**config.mk**
```make
export PLATFORM = sky130hd
export DESIGN_NAME = idu_pipe
export DESIGN_NICKNAME = d
export VERILOG_FILES = /design/src/rtl/idu_pipe.sv
export SDC_FILE = /design/constraint.sdc
export NUM_CORES = 1
export LEC_CHECK = 0
export ABC_CLOCK_PERIOD_IN_PS = 2850
export BUFFER_PORTS_ARGS = -buffer_cell sky130_fd_sc_hd__buf_2
export CAP_MARGIN = 20
export CORE_MARGIN = 2
export CORE_UTILIZATION = 50
export CTS_CLUSTER_DIAMETER = 150
export DETAILED_ROUTE_END_ITERATION = 7
export GPL_ROUTABILITY_DRIVEN = 0
export PLACE_DENSITY = 0.8
export SLEW_MARGIN = 20
export SYNTH_ARGS = -nofsm -noshare
export SYNTH_HDL_FRONTEND = slang
export SYNTH_SLANG_ARGS = --single-unit
```
**constraint.sdc**
```tcl
create_clock -name clk -period 2.85 [get_ports clk]
set_input_delay 0.57 -clock clk [delete_from_list [all_inputs] [get_ports clk]]
set_output_delay 0.57 -clock clk [all_outputs]
set_load 0.02 [all_outputs]
```
**src/rtl/idu_pipe.sv**
```systemverilog
// RV32I(+M) decode stage between fetch and execute: one-deep registered output
// with valid/ready handshaking, flush, immediate generation and a handshake counter.
module idu_pipe #(
    parameter bit EN_M  = 1'b1,
    parameter int OP_W  = 6,
    parameter int CNT_W = 32
) (
    input  logic             clk,
    input  logic             rst,
    input  logic             flush,
    input  logic             in_valid,
    output logic             in_ready,
    input  logic [31:0]      in_inst,
    input  logic [31:0]      in_pc,
    output logic             out_valid,
    input  logic             out_ready,
    output logic [OP_W-1:0]  out_op,
    output logic             out_illegal,
    output logic [4:0]       out_rd,
    output logic [4:0]       out_rs1,
    output logic [4:0]       out_rs2,
    output logic             out_we,
    output logic [31:0]      out_imm,
    output logic [31:0]      out_pc,
    output logic [CNT_W-1:0] dec_cnt
);

    localparam logic [6:0] OPC_OP     = 7'h33;
    localparam logic [6:0] OPC_IMM    = 7'h13;
    localparam logic [6:0] OPC_LOAD   = 7'h03;
    localparam logic [6:0] OPC_STORE  = 7'h23;
    localparam logic [6:0] OPC_BRANCH = 7'h63;
    localparam logic [6:0] OPC_JAL    = 7'h6F;
    localparam logic [6:0] OPC_JALR   = 7'h67;
    localparam logic [6:0] OPC_LUI    = 7'h37;
    localparam logic [6:0] OPC_AUIPC  = 7'h17;
    localparam logic [6:0] OPC_SYSTEM = 7'h73;

    localparam logic [31:0] WORD_ECALL  = 32'h0000_0073;
    localparam logic [31:0] WORD_EBREAK = 32'h0010_0073;

    localparam logic [5:0] OP_ADD    = 6'd0;
    localparam logic [5:0] OP_SUB    = 6'd1;
    localparam logic [5:0] OP_XOR    = 6'd2;
    localparam logic [5:0] OP_OR     = 6'd3;
    localparam logic [5:0] OP_AND    = 6'd4;
    localparam logic [5:0] OP_SLL    = 6'd5;
    localparam logic [5:0] OP_SRL    = 6'd6;
    localparam logic [5:0] OP_SRA    = 6'd7;
    localparam logic [5:0] OP_SLT    = 6'd8;
    localparam logic [5:0] OP_SLTU   = 6'd9;
    localparam logic [5:0] OP_ADDI   = 6'd10;
    localparam logic [5:0] OP_XORI   = 6'd11;
    localparam logic [5:0] OP_ORI    = 6'd12;
    localparam logic [5:0] OP_ANDI   = 6'd13;
    localparam logic [5:0] OP_SLLI   = 6'd14;
    localparam logic [5:0] OP_SRLI   = 6'd15;
    localparam logic [5:0] OP_SRAI   = 6'd16;
    localparam logic [5:0] OP_SLTI   = 6'd17;
    localparam logic [5:0] OP_SLTIU  = 6'd18;
    localparam logic [5:0] OP_LB     = 6'd19;
    localparam logic [5:0] OP_LH     = 6'd20;
    localparam logic [5:0] OP_LW     = 6'd21;
    localparam logic [5:0] OP_LBU    = 6'd22;
    localparam logic [5:0] OP_LHU    = 6'd23;
    localparam logic [5:0] OP_SB     = 6'd24;
    localparam logic [5:0] OP_SH     = 6'd25;
    localparam logic [5:0] OP_SW     = 6'd26;
    localparam logic [5:0] OP_BEQ    = 6'd27;
    localparam logic [5:0] OP_BNE    = 6'd28;
    localparam logic [5:0] OP_BLT    = 6'd29;
    localparam logic [5:0] OP_BGE    = 6'd30;
    localparam logic [5:0] OP_BLTU   = 6'd31;
    localparam logic [5:0] OP_BGEU   = 6'd32;
    localparam logic [5:0] OP_JAL    = 6'd33;
    localparam logic [5:0] OP_JALR   = 6'd34;
    localparam logic [5:0] OP_LUI    = 6'd35;
    localparam logic [5:0] OP_AUIPC  = 6'd36;
    localparam logic [5:0] OP_ECALL  = 6'd37;
    localparam logic [5:0] OP_EBREAK = 6'd38;
    localparam logic [5:0] OP_MUL    = 6'd39;

    localparam logic [OP_W-1:0] OP_ILLEGAL = '1;

    typedef enum logic [2:0] {
        IMM_NONE,
        IMM_I,
        IMM_S,
        IMM_B,
        IMM_U,
        IMM_J,
        IMM_SH
    } imm_kind_e;

    logic [6:0] opcode;
    logic [2:0] funct3;
    logic [6:0] funct7;
    logic [4:0] rd_f;
    logic [4:0] rs1_f;
    logic [4:0] rs2_f;

    assign opcode = in_inst[6:0];
    assign funct3 = in_inst[14:12];
    assign funct7 = in_inst[31:25];
    assign rd_f   = in_inst[11:7];
    assign rs1_f  = in_inst[19:15];
    assign rs2_f  = in_inst[24:20];

    logic       dec_ok;
    logic [5:0] dec_idx;
    logic       dec_wr;
    imm_kind_e  dec_kind;

    // Opcode/funct decode; anything not matched leaves dec_ok low, which also
    // catches inst[1:0] != 2'b11 since every listed opcode ends in 2'b11.
    always_comb begin
        dec_ok   = 1'b0;
        dec_idx  = '0;
        dec_wr   = 1'b0;
        dec_kind = IMM_NONE;
        case (opcode)
            OPC_OP: begin
                dec_wr = 1'b1;
                if (funct7 == 7'h00) begin
                    dec_ok = 1'b1;
                    case (funct3)
                        3'd0:    dec_idx = OP_ADD;
                        3'd1:    dec_idx = OP_SLL;
                        3'd2:    dec_idx = OP_SLT;
                        3'd3:    dec_idx = OP_SLTU;
                        3'd4:    dec_idx = OP_XOR;
                        3'd5:    dec_idx = OP_SRL;
                        3'd6:    dec_idx = OP_OR;
                        default: dec_idx = OP_AND;
                    endcase
                end else if (funct7 == 7'h20) begin
                    if (funct3 == 3'd0) begin
                        dec_ok  = 1'b1;
                        dec_idx = OP_SUB;
                    end else if (funct3 == 3'd5) begin
                        dec_ok  = 1'b1;
                        dec_idx = OP_SRA;
                    end
                end else if (funct7 == 7'h01 && EN_M) begin
                    dec_ok  = 1'b1;
                    dec_idx = OP_MUL + {3'b000, funct3};
                end
            end
            OPC_IMM: begin
                dec_wr   = 1'b1;
                dec_kind = IMM_I;
                dec_ok   = 1'b1;
                case (funct3)
                    3'd0: dec_idx = OP_ADDI;
                    3'd2: dec_idx = OP_SLTI;
                    3'd3: dec_idx = OP_SLTIU;
                    3'd4: dec_idx = OP_XORI;
                    3'd6: dec_idx = OP_ORI;
                    3'd7: dec_idx = OP_ANDI;
                    3'd1: begin
                        dec_kind = IMM_SH;
                        dec_idx  = OP_SLLI;
                        dec_ok   = (funct7 == 7'h00);
                    end
                    default: begin
                        dec_kind = IMM_SH;
                        dec_idx  = (funct7 == 7'h20) ? OP_SRAI : OP_SRLI;
                        dec_ok   = (funct7 == 7'h00) || (funct7 == 7'h20);
                    end
                endcase
            end
            OPC_LOAD: begin
                dec_wr   = 1'b1;
                dec_kind = IMM_I;
                dec_ok   = 1'b1;
                case (funct3)
                    3'd0:    dec_idx = OP_LB;
                    3'd1:    dec_idx = OP_LH;
                    3'd2:    dec_idx = OP_LW;
                    3'd4:    dec_idx = OP_LBU;
                    3'd5:    dec_idx = OP_LHU;
                    default: dec_ok  = 1'b0;
                endcase
            end
            OPC_STORE: begin
                dec_kind = IMM_S;
                dec_ok   = (funct3 <= 3'd2);
                case (funct3)
                    3'd0:    dec_idx = OP_SB;
                    3'd1:    dec_idx = OP_SH;
                    default: dec_idx = OP_SW;
                endcase
            end
            OPC_BRANCH: begin
                dec_kind = IMM_B;
                dec_ok   = 1'b1;
                case (funct3)
                    3'd0:    dec_idx = OP_BEQ;
                    3'd1:    dec_idx = OP_BNE;
                    3'd4:    dec_idx = OP_BLT;
                    3'd5:    dec_idx = OP_BGE;
                    3'd6:    dec_idx = OP_BLTU;
                    3'd7:    dec_idx = OP_BGEU;
                    default: dec_ok  = 1'b0;
                endcase
            end
            OPC_JAL: begin
                dec_ok   = 1'b1;
                dec_wr   = 1'b1;
                dec_kind = IMM_J;
                dec_idx  = OP_JAL;
            end
            OPC_JALR: begin
                dec_ok   = (funct3 == 3'd0);
                dec_wr   = 1'b1;
                dec_kind = IMM_I;
                dec_idx  = OP_JALR;
            end
            OPC_LUI: begin
                dec_ok   = 1'b1;
                dec_wr   = 1'b1;
                dec_kind = IMM_U;
                dec_idx  = OP_LUI;
            end
            OPC_AUIPC: begin
                dec_ok   = 1'b1;
                dec_wr   = 1'b1;
                dec_kind = IMM_U;
                dec_idx  = OP_AUIPC;
            end
            OPC_SYSTEM: begin
                if (in_inst == WORD_ECALL) begin
                    dec_ok  = 1'b1;
                    dec_idx = OP_ECALL;
                end else if (in_inst == WORD_EBREAK) begin
                    dec_ok  = 1'b1;
                    dec_idx = OP_EBREAK;
                end
            end
            default: dec_ok = 1'b0;
        endcase
    end

    logic [31:0] imm_val;

    always_comb begin
        imm_val = '0;
        case (dec_kind)
            IMM_I:   imm_val = {{20{in_inst[31]}}, in_inst[31:20]};
            IMM_S:   imm_val = {{20{in_inst[31]}}, in_inst[31:25], in_inst[11:7]};
            IMM_B:   imm_val = {{19{in_inst[31]}}, in_inst[31], in_inst[7],
                                in_inst[30:25], in_inst[11:8], 1'b0};
            IMM_U:   imm_val = {in_inst[31:12], 12'b0};
            IMM_J:   imm_val = {{11{in_inst[31]}}, in_inst[31], in_inst[19:12],
                                in_inst[20], in_inst[30:21], 1'b0};
            IMM_SH:  imm_val = {27'b0, in_inst[24:20]};
            default: imm_val = '0;
        endcase
    end

    logic [OP_W-1:0] dec_op;
    logic [31:0]     dec_imm;
    logic            dec_we;

    assign dec_op  = dec_ok ? OP_W'(dec_idx) : OP_ILLEGAL;
    assign dec_imm = dec_ok ? imm_val : 32'b0;
    assign dec_we  = dec_ok && dec_wr && (rd_f != 5'd0);

    // Handshake: a word moves on a rising edge where valid && ready are both
    // high; valid never waits on ready, and a held output stays frozen while
    // out_ready is low. in_ready admits a new word in the same cycle the held
    // one drains, so the stage streams one word per cycle.
    logic accept;
    logic drain;

    assign in_ready = !rst && !flush && (!out_valid || out_ready);
    assign accept   = in_valid && in_ready;
    assign drain    = out_valid && out_ready;

    always_ff @(posedge clk) begin
        if (rst) begin
            out_valid   <= 1'b0;
            out_op      <= '0;
            out_illegal <= 1'b0;
            out_rd      <= '0;
            out_rs1     <= '0;
            out_rs2     <= '0;
            out_we      <= 1'b0;
            out_imm     <= '0;
            out_pc      <= '0;
        end else if (flush) begin
            out_valid <= 1'b0;
        end else if (accept) begin
            out_valid   <= 1'b1;
            out_op      <= dec_op;
            out_illegal <= !dec_ok;
            out_rd      <= rd_f;
            out_rs1     <= rs1_f;
            out_rs2     <= rs2_f;
            out_we      <= dec_we;
            out_imm     <= dec_imm;
            out_pc      <= in_pc;
        end else if (out_ready) begin
            out_valid <= 1'b0;
        end
    end

    // Counts consumed words, including the one leaving during a flush cycle.
    always_ff @(posedge clk) begin
        if (rst) begin
            dec_cnt <= '0;
        end else if (drain) begin
            dec_cnt <= dec_cnt + 1'b1;
        end
    end

endmodule

```
# Yosys cells after proc, flatten, opt, wreduce, memory -nomap -nowiden
# Index checks and enable logic that the tools add are counted.
dict set report word_totals {
  inputBits 69
  word_cells 99
  out_inout_bits 121
  register_bits 120
}
dict set report classes {
  eq_ne 27
  add_sub_neg 2
  order_cmp 1
  mux 33
  n_reduce_logical 25
  bitwise 1
}
# cell count
set op_table {}
lappend op_table {{case mux 32 bit (6 select lines)} 1}
lappend op_table {{case mux 6 bit (10 select lines)} 1}
lappend op_table {{2-to-1 mux 6 bit} 6}
lappend op_table {{case mux 6 bit (6 select lines)} 1}
lappend op_table {{case mux 5 bit (7 select lines)} 1}
lappend op_table {{adder 32 x 1 -> 32 bit, second input constant} 1}
lappend op_table {{equality test 32 x 21 -> 1 bit, second input constant} 1}
lappend op_table {{equality test 32 x 7 -> 1 bit, second input constant} 1}
lappend op_table {{2-to-1 mux 32 bit} 1}
lappend op_table {{equality test 7 x 6 -> 1 bit, second input constant} 4}
lappend op_table {{equality test 7 bit, second input constant} 4}
lappend op_table {{case mux 4 bit (7 select lines)} 1}
lappend op_table {{case mux 5 bit (5 select lines)} 1}
lappend op_table {{equality test 3 bit, second input constant} 7}
lappend op_table {{case mux 3 bit (6 select lines)} 1}
lappend op_table {{equality test 7 x 5 -> 1 bit, second input constant} 2}
lappend op_table {{equality test 3 x 2 -> 1 bit, second input constant} 4}
lappend op_table {{2-to-1 mux 1 bit} 12}
lappend op_table {{OR reduction 6 bit} 2}
lappend op_table {{2-to-1 mux 3 bit} 3}
lappend op_table {{case mux 1 bit (8 select lines)} 1}
lappend op_table {{equality test 7 x 1 -> 1 bit, second input constant} 1}
lappend op_table {{equality test 7 x 2 -> 1 bit, second input constant} 1}
lappend op_table {{logical NOT 7 bit} 1}
lappend op_table {{18 further kinds} 30}

# Longest topological paths before layout
# Gate-level depths: netlist of run 1.
dict set report logic_depth {
  ltp_word 8
  mapped_depth 11
  depth_no_buf 8
}

# Worst setup path before layout of run 1
# OpenSTA, ideal clock, no wires.
dict set report synth_timing {
  kind {in2reg}
  from {input in_inst[12]}
  to {register out_imm[21]}
  n_path_buf 3
  arrival_time_ns 2.498
  slack_ns 0.283
  cell_stages 11
  t_required_ns 2.781
  setup_time_ns 0.069
  path_cell_list {inv_1 -> ha_1 -> buf_2 -> nor4b_1 -> nand4_1 -> o21bai_2 -> nor4_2 -> or4b_1 -> buf_2 -> buf_6 -> o21ai_1}
}
dict set report synth_via {
  elab_chain_len 7
  word_cells_on_any_way 34
  cone_classes {order compare (1); eq/ne (15); mux (14); reduce/logical (4)}
}
# element line_no
set synth_lines {}
lappend synth_lines {{from (decl)} 13} ;# input logic [31:0] in_inst,
lappend synth_lines {{equality test 3 bit, or another cell as far along} {153, 197}}
lappend synth_lines {{OR reduction 6 bit (no line) or 2-to-1 mux 1 bit (tied branches)} --}
lappend synth_lines {{2-to-1 mux 3 bit or 2-to-1 mux 1 bit (tied branches)} {153, 137}}
lappend synth_lines {{case mux 3 bit (6 select lines) or 2-to-1 mux 1 bit (tied branches)} {121, 136}}
lappend synth_lines {{equality test 3 bit, or another cell as far along} 248} ;# case (dec_kind)
lappend synth_lines {{case mux 32 bit (6 select lines) or case mux 1 bit (8 select lines) (tied branches)} {248, 121}}
lappend synth_lines {{2-to-1 mux 32 bit (*)} 266} ;# assign dec_imm = dec_ok ? imm_val : 32'b0;
lappend synth_lines {{to (signal assigned)} 301} ;# out_imm <= dec_imm;
lappend synth_lines {{to (decl)} 23} ;# output logic [31:0] out_imm,
# Mark *: on every way between the ends. The rest lies on a longest branch, timed or not.
# A chain may end at the register's enable or synchronous reset.

# Worst setup path in the final report of run 1
dict set report layout_timing {
  from {input in_inst[12]}
  to {register out_imm[10]}
}
# Same word-level chain as after synthesis.

==> impl_metrics.toml, run 1 <==
[yosys]
synth_cell_type_count = 62
syn_area_per_cell_um2 = 7.78
syn_area_mm2 = 0.00553
synthCells = 711
synth_top_cell_by_area = "dfxtp_1"
synth-seq-cells = 120
yosys-top-cells-area = "dfxtp_1, nand2_1, a21oi_1"
synth_flop_cell = "dfxtp_1"
synth-edff-count = 0
synth_nets = 787
yosysSeqAreaShare = 0.434
synthArstFlopShare = 0
synth_top_area_share = 0.434
yosys_warnings = 0

[sta]
rsz0062_at_grt = "false"
slew_headroom = 0.423
post-route-min-period_ns = 2.32
setup_viol = 0
tightest_slew_ns = 0.866
finalMaxSlewViolations = 0
fin_worst_skew_ns = 0.00953
fmax_mhz = 432
timing.final.crit_share = 0.812
setup_tns_ns = 0
finalHoldViolCount = 0
fin_hold_ws_ns = 0.263

[job]
cap_violations = 0

[power]
irDropWorstVdd_v = 0.000556
leakagePower_uw = 0.00317
pwr_density_cell_mw_per_mm2 = 565

[route]
drt_iter0_drc = 541
vias = 5796
postRouteAntennaNets = 0
first_pass_iters = 5
drt_wl_total_um = 16600
wl_per_cell_um = 15.8
drc = 0
vias_per_cell = 5.50

[hold_path]
hp-class = "primary input to register"
hold_depth = 2
min_to = "out_valid"
worstHoldStart = "flush"

[placed_design]
placed_cell_area_mm2 = 0.00667
placed_cells = 1022
portBuffers = 189
hpwl_um = 11900

[cts]
cts_buffer_depth = 2
cts_tree = "built"
clkLatencyLatePin_ns = 0.50
ctsResizeCount = 0
clkSinkCount = 120
cts-buffers-inserted = 17
h-tree-depth = 4
cts.clk_slew.worst_paths_ns = 0.06
postCtsHoldBufs = 0
cts_setup_buffers = 0
root_buffer = "clkbuf_8"

[floorplanning]
chipWidth_um = 109
rows = 38
core_area_mm2 = 0.0108
initial_core_util = 0.512
die-area_mm2 = 0.0119
io_pins = 190
die_h_um = 109

[global_routing]
grt.total_usage = 0.276
grt-ovfl-total = 0
grt_pass1_wl_um = 25700
antenna_found_initial = 0
grt_max_degree = 85
first_global_vias = 5233

[critical_path]
cpLargestDelayFamily = "simple AND/OR/NAND/NOR gates"
worst-path-buf-inv = 3
cp.arrival_ns = 2.76
worstSetupStartpointType = "primary input"
path_class = "primary input to register"
cp_slowest_cell = "nor3b_1"
endpoint_kind = "register"
r2r_slack_ns = 0.72
rr_worst_depth = 6
crit_chain = "buf_2 -> inv_1 -> ha_1 -> nor4b_1 -> nand4_1 -> o21bai_2 -> nor4_2 -> buf_4 -> nor3b_1 -> a22o_1"
critPathRequiredTime_ns = 3.29
reg2reg_to = "out_op[0]"
max_stage_delay_ns = 0.60
crit_fanout = 6
r2r-start = "out_valid"

[layout]
stdcell_area_mm2 = 0.00721
fin_cells = 1053
syn_to_final_growth_pct = 30.5
nNetsFinal = 977
layout-drive-gt1-share = 0.279
n_antenna_cell = 0
fillerInstances = 952

[run_status]
status = "finished, final reports clean"
[worst reg2reg max path: cells and delay by family, from the launching register on]
family	cells	cell delay [ns]
AOI/OAI and AO/OA	2	0.92
DFF	1	0.34
and+or+nand+nor	4	0.80
[cells by family (layout without fill, tap and decap cells)]
| logic type | Yosys count | in the layout | share of synthesized area |
|---|---|---|---|
| xor+xnor | 30 | 30 | 0.0475 |
| fa+ha+maj | 7 | 7 | 0.0158 |
| buf+inv | 56 | 258 | 0.0423 |
| compound gates | 174 | 174 | 0.186 |
| mux | 2 | 2 | 0.00362 |
| simple gates | 322 | 322 | 0.270 |
| flops | 120 | 120 | 0.434 |
[flip-flops by register name, indices dropped and copies added, names as in the netlist]
signal       cells
out_op           6
dec_cnt         32
out_imm         32
out_we           1
out_rd           5
out_illegal      1
out_rs2          5
out_valid        1
out_rs1          5
out_pc          32
[metrics by stage]
step                total power [µW]  worst slack, ns   util
floorplan                       1970            0.283      -
global route                    4230            0.404  0.668
global placement                2130            0.129  0.618
finish                          4070            0.534  0.668
detailed placement              2130           0.0328  0.618
CTS                             4100            0.560  0.668
[how the worst max path moves through the flow]
stage,from,cells after the start,end
finish,in_inst[12],10,out_imm[10]
global route,in_inst[12],10,out_imm[9]
CTS,in_inst[12],10,out_imm[10]
detailed placement,in_inst[12],10,out_imm[6]
global placement,in_inst[12],10,out_op[1]
floorplan,in_inst[12],11,out_imm[21]
[report_power, final]
group	total [µW]	internal, µW	switching, µW
Combinational	377	132	245
Sequential	1720	1710	15.6
Clock	1970	1250	720
[synthesized netlist by cell type (5+ instances only)]
cell / number
a21oi_1: 87
a22o_1: 8
a311oi_1: 5
and2_1: 5
and3_1: 9
buf_2: 7
clkbuf_1: 33
dfxtp_1: 120
ha_1: 7
inv_1: 10
nand2_1: 164
nand2b_1: 5
nand3_1: 21
nand4_1: 11
nor2_1: 57
nor3_1: 12
o21ai_0: 15
o21ai_1: 26
xnor2_1: 10
xor2_1: 20
[cell type report]
class                      instances  area (µm²)  area share
clock buffer                      22         443      0.0614
clock inverter                     9         101      0.0140
inverter                          10        37.5     0.00520
multi-input combinational        535        2900       0.402
sequential                       120        2400       0.333
tap                              140         175      0.0243
timing repair buffer             217        1160       0.160
[metal layers]
metal  vias up  routed length [µm]  part of all wire  global-route usage
met5         -                   0                 0                   0
met4         0                 417             0.025               0.103
met3        32                1550             0.093              0.0956
met2       260                7800              0.47               0.439
met1      2666                6870              0.41               0.346
li1       2838                   -                 -                   -
[cell usage in the layout (no fill, tap or decap), types with 5 or more instances in the layout]
cell type | synthesis | final
a21oi_1 | 87 | 87
a22o_1 | 8 | 8
a311oi_1 | 5 | 5
and3_1 | 9 | 9
buf_2 | 7 | 189
buf_4 | 0 | 28
clkbuf_16 | 0 | 16
clkinv_2 | 0 | 5
dfxtp_1 | 120 | 120
ha_1 | 7 | 7
inv_1 | 10 | 10
nand2_1 | 164 | 163
nand2b_1 | 5 | 5
nand3_1 | 21 | 21
nand4_1 | 11 | 11
nor2_1 | 57 | 56
nor3_1 | 12 | 12
o21ai_0 | 15 | 15
o21ai_1 | 26 | 26
xnor2_1 | 10 | 10
xor2_1 | 20 | 20
No activity file was read; power rests on OpenSTA's default activity.
==> run 2, diff against run 1 <==
--- a/config.mk
+++ b/config.mk
@@ -5,15 +5,15 @@
 export SDC_FILE = /design/constraint.sdc
 export NUM_CORES = 1
 export LEC_CHECK = 0
-export ABC_CLOCK_PERIOD_IN_PS = 2850
+export ABC_CLOCK_PERIOD_IN_PS = 1900
 export BUFFER_PORTS_ARGS = -buffer_cell sky130_fd_sc_hd__buf_2
 export CAP_MARGIN = 20
 export CORE_MARGIN = 2
-export CORE_UTILIZATION = 50
+export CORE_UTILIZATION = 45
 export CTS_CLUSTER_DIAMETER = 150
 export DETAILED_ROUTE_END_ITERATION = 7
 export GPL_ROUTABILITY_DRIVEN = 0
-export PLACE_DENSITY = 0.8
+export PLACE_DENSITY = 0.76
 export SLEW_MARGIN = 20
 export SYNTH_ARGS = -nofsm -noshare
 export SYNTH_HDL_FRONTEND = slang
==> constraint.sdc (replaced) <==
create_clock -name clk -period 1.9 [get_ports clk]
set_input_delay 0.38 -clock clk [delete_from_list [all_inputs] [get_ports clk]]
set_output_delay 0.38 -clock clk [all_outputs]
set_load 0.02 [all_outputs]
==> impl_metrics.toml, run 2 (synthesis results as in run 1) <==
[route]
postRouteAntennaNets = 0
vias_per_cell = 5.50
drc = 0
first_pass_iters = 4
vias = 6297
wl_per_cell_um = 16.9
drt_wl_total_um = 19300
drt_iter0_drc = 548

[layout]
n_antenna_cell = 0
layout_common_cells = "buf_2, nand2_1, dfxtp_1"
nNetsFinal = 1066
syn_to_final_growth_pct = 50.5
layout_commonest_cell = "buf_2"
top_regs = "dec_cnt (32), out_imm (32), out_pc (32)"
layout-drive-gt1-share = 0.382
fin_cells = 1145

[placed_design]
portBuffers = 189
hpwl_um = 14000
placed_cells = 1115

[sta]
fin_worst_skew_ns = 0.00535
setup_ws_ns = -0.128
slew_headroom = 0.665
post-route-min-period_ns = 2.03
fmax_mhz = 493
finalHoldViolCount = 0
rsz0062_at_grt = "true"
tightest_slew_ns = 0.502
finalMaxSlewViolations = 0
setup_tns_ns = -2.82
setup_viol = 27
timing.final.crit_share = 1.07

[run_status]
status = "finished, violations left"
violations = "setup timing"

[critical_path]
critPathRequiredTime_ns = 2.24
r2r_slack_ns = 0.15
worstSetupStartpointType = "primary input"
cp.arrival_ns = 2.36
cp_slowest_cell = "or4b_4"
reg2reg_to = "out_op[0]"
r2r-start = "out_valid"
path_class = "primary input to register"
critPathLaunch = "in_inst[11]"
rr_worst_depth = 8
crit_chain = "buf_2 -> nor3_1 -> nand4_1 -> o21bai_2 -> nor4_4 -> or4b_4 -> clkbuf_16 -> o21ai_2"
endpoint_kind = "register"
max_stage_delay_ns = 0.59
crit_fanout = 4

[global_routing]
grt.total_usage = 0.285
grt-ovfl-total = 0
grt_max_degree = 49
grt_pass1_wl_um = 29600
first_global_vias = 5837
antenna_found_initial = 0

[cts]
cts_tree = "built"
clkSinkCount = 120
clkLatencyLatePin_ns = 0.40
root_buffer = "clkbuf_16"
postCtsHoldBufs = 0
cts-buffers-inserted = 17
cts.clk_slew.worst_paths_ns = 0.05
cts_buffer_depth = 2
h-tree-depth = 4

[power]
clockPowerShare = 0.478
fin_total_pwr_uw = 6420
seqPwrFrac = 0.403
pwr_density_cell_mw_per_mm2 = 771
intPower_uw = 4920
pwr-share-comb = 0.119
switching_power_uw = 1490
irDropWorstVdd_v = 0.000611
leakagePower_uw = 0.00374
sw_frac_of_total = 0.233

[hold_path]
hp-class = "primary input to register"
min_to = "out_valid"
hold_depth = 2
worstHoldStart = "flush"

[floorplanning]
die_h_um = 115
core_area_mm2 = 0.0120
io_pins = 190
rows = 40
die-area_mm2 = 0.0132
initial_core_util = 0.460
chipWidth_um = 115

[job]
cap_violations = 0
==> run 2: changes by cell type in the layout (fill, tap and decap cells not counted), sizes merged <==
cell / before / now
clkinv: 6 / 1
clkbuf: 22 / 25
buf: 217 / 305
inv: 10 / 9
==> run 2: layout make-up <==
class / instances / area, µm²
well taps: 147 / 184
flip-flops and latches: 120 / 2410
fillers: 979 / 3690
clock inverters: 3 / 67.6
inverters: 10 / 57.6
multi-input cells: 535 / 3150
clock buffers: 24 / 492
repair buffers: 306 / 1960
==> run 2: timing repair <==
item | CTS | global route
endpoints found under the setup margin | 33 | 39
cloned | 1 | 1
gates resized for setup | 18 | 59
setup buffers | 0 | 1
pin swaps | 4 | 11
==> run 2: layer usage <==
metal	vias up	routed length (µm)	global-route usage
li1	3014	-	-
met1	2902	7770	0.357
met4	0	590	0.0940
met2	328	9070	0.460
met5	-	0	0
met3	53	1910	0.0991
==> run 2: worst max-delay path, delay by kind of cell <==
family,cells,cell delay (ns)
buf+inv,2,0.31
compound gates,2,0.39
simple gates,4,1.28
==> run 2: power by group through the flow <==
| stage | combinational [µW] | clock (µW) | sequential, µW |
|---|---|---|---|
| after floorplan | 270 | 0 | 2690 |
| after global placement | 688 | 0 | 2640 |
| after detailed placement | 693 | 0 | 2640 |
| after CTS | 707 | 3110 | 2590 |
| after global routing | 817 | 3250 | 2590 |
| final | 763 | 3070 | 2590 |
==> run 2: worst max-delay path by stage <==
| stage | endpoint | slack [ns] | depth (start not counted) |
|---|---|---|---|
| finish | out_imm[21] | -0.13 | 8 |
| global route | out_imm[2] | -0.13 | 9 |
| CTS | out_imm[17] | -0.003 | 8 |
| detailed placement | out_imm[8] | -0.61 | 10 |
| global placement | out_op[0] | -0.69 | 8 |
| floorplan | out_imm[14] | -0.41 | 9 |
==> run 2: metrics by stage <==
step / utilization / hold WS [ns] / setup slack (ns) / cell area (µm²)
after detailed placement: 0.616 / 0.442 / -0.613 / 7400
after global placement: 0.616 / 0.434 / -0.686 / 7400
final: 0.693 / 0.198 / -0.128 / 8320
after CTS: 0.670 / 0.182 / -0.00266 / 8050
after global routing: 0.693 / 0.191 / -0.131 / 8320
after floorplan: - / 0.459 / -0.411 / 5600
==> run 3, diff against run 2 <==
--- a/config.mk
+++ b/config.mk
@@ -8,12 +8,14 @@
 export ABC_CLOCK_PERIOD_IN_PS = 1900
 export BUFFER_PORTS_ARGS = -buffer_cell sky130_fd_sc_hd__buf_2
 export CAP_MARGIN = 20
+export CELL_PAD_IN_SITES_DETAIL_PLACEMENT = 0
+export CELL_PAD_IN_SITES_GLOBAL_PLACEMENT = 1
 export CORE_MARGIN = 2
-export CORE_UTILIZATION = 45
+export CORE_UTILIZATION = 32
 export CTS_CLUSTER_DIAMETER = 150
 export DETAILED_ROUTE_END_ITERATION = 7
 export GPL_ROUTABILITY_DRIVEN = 0
-export PLACE_DENSITY = 0.76
+export PLACE_DENSITY_LB_ADDON = 0.1
 export SLEW_MARGIN = 20
 export SYNTH_ARGS = -nofsm -noshare
 export SYNTH_HDL_FRONTEND = slang
==> impl_metrics.toml, run 3 (synthesis results as in run 1) <==
[power]
irDropWorstVdd_v = 0.000775
fin_total_pwr_uw = 6760
switching_power_uw = 1630
sw_frac_of_total = 0.241
intPower_uw = 5130
pwr-share-comb = 0.112
clockPowerShare = 0.506
pwr_density_cell_mw_per_mm2 = 797
seqPwrFrac = 0.382
leakagePower_uw = 0.00375

[layout]
layout_commonest_cell = "buf_2"
top_regs = "dec_cnt (32), out_imm (32), out_pc (32)"
syn_to_final_growth_pct = 53.3
layout-drive-gt1-share = 0.391
n_antenna_cell = 0
nNetsFinal = 1063
fillerInstances = 1682
layout_common_cells = "buf_2, nand2_1, dfxtp_1"

[cts]
root_buffer = "clkbuf_16"
cts_tree = "built"
cts.clk_slew.worst_paths_ns = 0.06
cts_buffer_depth = 2
postCtsHoldBufs = 0
clkLatencyLatePin_ns = 0.40
clkSinkCount = 120
h-tree-depth = 4
cts-buffers-inserted = 17

[critical_path]
cpLargestDelayFamily = "simple AND/OR/NAND/NOR gates"
crit_fanout = 6
cp_slowest_cell = "or4b_4"
crit_chain = "buf_12 -> clkinv_8 -> ha_4 -> mux2i_2 -> o21a_1 -> o31ai_4 -> nor4_4 -> or4b_4 -> clkbuf_16 -> o21ai_2"
cp.arrival_ns = 2.28
critPathRequiredTime_ns = 2.24
path_class = "primary input to register"
worstSetupStartpointType = "primary input"
worst-path-buf-inv = 3
max_stage_delay_ns = 0.60
endpoint_kind = "register"

[global_routing]
first_global_vias = 5843
grt-ovfl-total = 0
grt.total_usage = 0.217
antenna_found_initial = 0
grt_pass1_wl_um = 31000
grt_max_degree = 56

[sta]
setup_ws_ns = -0.0330
fin_hold_ws_ns = 0.189
finalHoldViolCount = 0
timing.final.crit_share = 1.02
rsz0062_at_grt = "true"
slew_headroom = 0.615
post-route-min-period_ns = 1.93
finalMaxSlewViolations = 0
setup_viol = 24
fin_worst_skew_ns = 0.00751
tightest_slew_ns = 0.578
fmax_mhz = 517

[floorplanning]
rows = 48
chipWidth_um = 135
die_h_um = 135
die-area_mm2 = 0.0183
io_pins = 190
core_area_mm2 = 0.0171
initial_core_util = 0.323

[placed_design]
portBuffers = 189
hpwl_um = 15000
dp_slack_ns = -0.720

[job]
cap_violations = 0

[route]
vias_per_cell = 5.01
postRouteAntennaNets = 0
wl_per_cell_um = 16.3
drt_iter0_drc = 383
drt_wl_total_um = 20000
drc = 0
vias = 6133
first_pass_iters = 5

[run_status]
status = "finished, violations left"
violations = "setup timing"

[hold_path]
hp-class = "primary input to register"
run 3: cell types whose count changed in the layout (fill, tap and decap cells not counted), sizes merged:
cell and change:
clkbuf -5, clkinvlp +1, inv +3, buf -3
clkinv +4, bufinv +2
run 3: worst reg2reg max path: cells and delay by family, from the launching register on:
kind	cells	cell delay, ns
compound gates	1	0.12
flops	1	0.32
simple gates	4	1.06
buf+inv	1	0.21
run 3: layout make-up:
class / count / area (µm²) / share of cell area
inverter: 10 / 57.6 / 0.00679
multi-input combinational: 535 / 3160 / 0.373
clock buffer: 19 / 443 / 0.0523
tap: 225 / 282 / 0.0332
timing repair buffer: 303 / 1930 / 0.228
sequential: 120 / 2410 / 0.284
clock inverter: 13 / 193 / 0.0227
run 3: timing repair:
| item | in CTS | in global routing |
|---|---|---|
| gates resized for setup | 21 | 50 |
| endpoints found under the setup margin | 34 | 37 |
| pin swaps | 6 | 8 |
| buffers inserted | 1 | 5 |
| gates cloned | 1 | 1 |
run 3: per-stage QoR:
| step | setup TNS, ns | util | cells | instance area (µm²) |
|---|---|---|---|---|
| floorplan | -11.03 | - | 711 | 5600 |
| global placement | -24.13 | 0.435 | 1185 | 7440 |
| detailed placement | -25.65 | 0.435 | 1185 | 7440 |
| CTS | -0.0368 | 0.479 | 1219 | 8210 |
| global route | -1.33 | 0.495 | 1225 | 8480 |
| finish | -0.340 | 0.495 | 1225 | 8480 |
run 3: per-layer routing:
layer,up-vias,global-route usage,part of all wire
met3,32,0.0449,0.056
met1,2862,0.283,0.45
met4,0,0.0775,0.022
met2,217,0.355,0.48
met5,-,0,0
li1,3022,-,-
run 3: power by group through the flow:
stage / sequential, µW / combinational, µW / clock [µW]
after floorplan: 2690 / 270 / 0
after global placement: 2640 / 692 / 0
after detailed placement: 2640 / 696 / 0
after CTS: 2580 / 714 / 3500
after global routing: 2590 / 816 / 3630
final: 2580 / 758 / 3420
run 3: final timing paths:
check | startpoint | end | slack, ns | depth (start not counted)
setup reg to reg | out_valid | out_imm[4] | 0.14 | 6
hold reg to reg | out_imm[21] | out_imm[21] | 0.44 | 2
hold / removal | flush | out_valid | 0.19 | 2
setup / recovery | in_inst[12] | out_imm[4] | -0.03 | 10
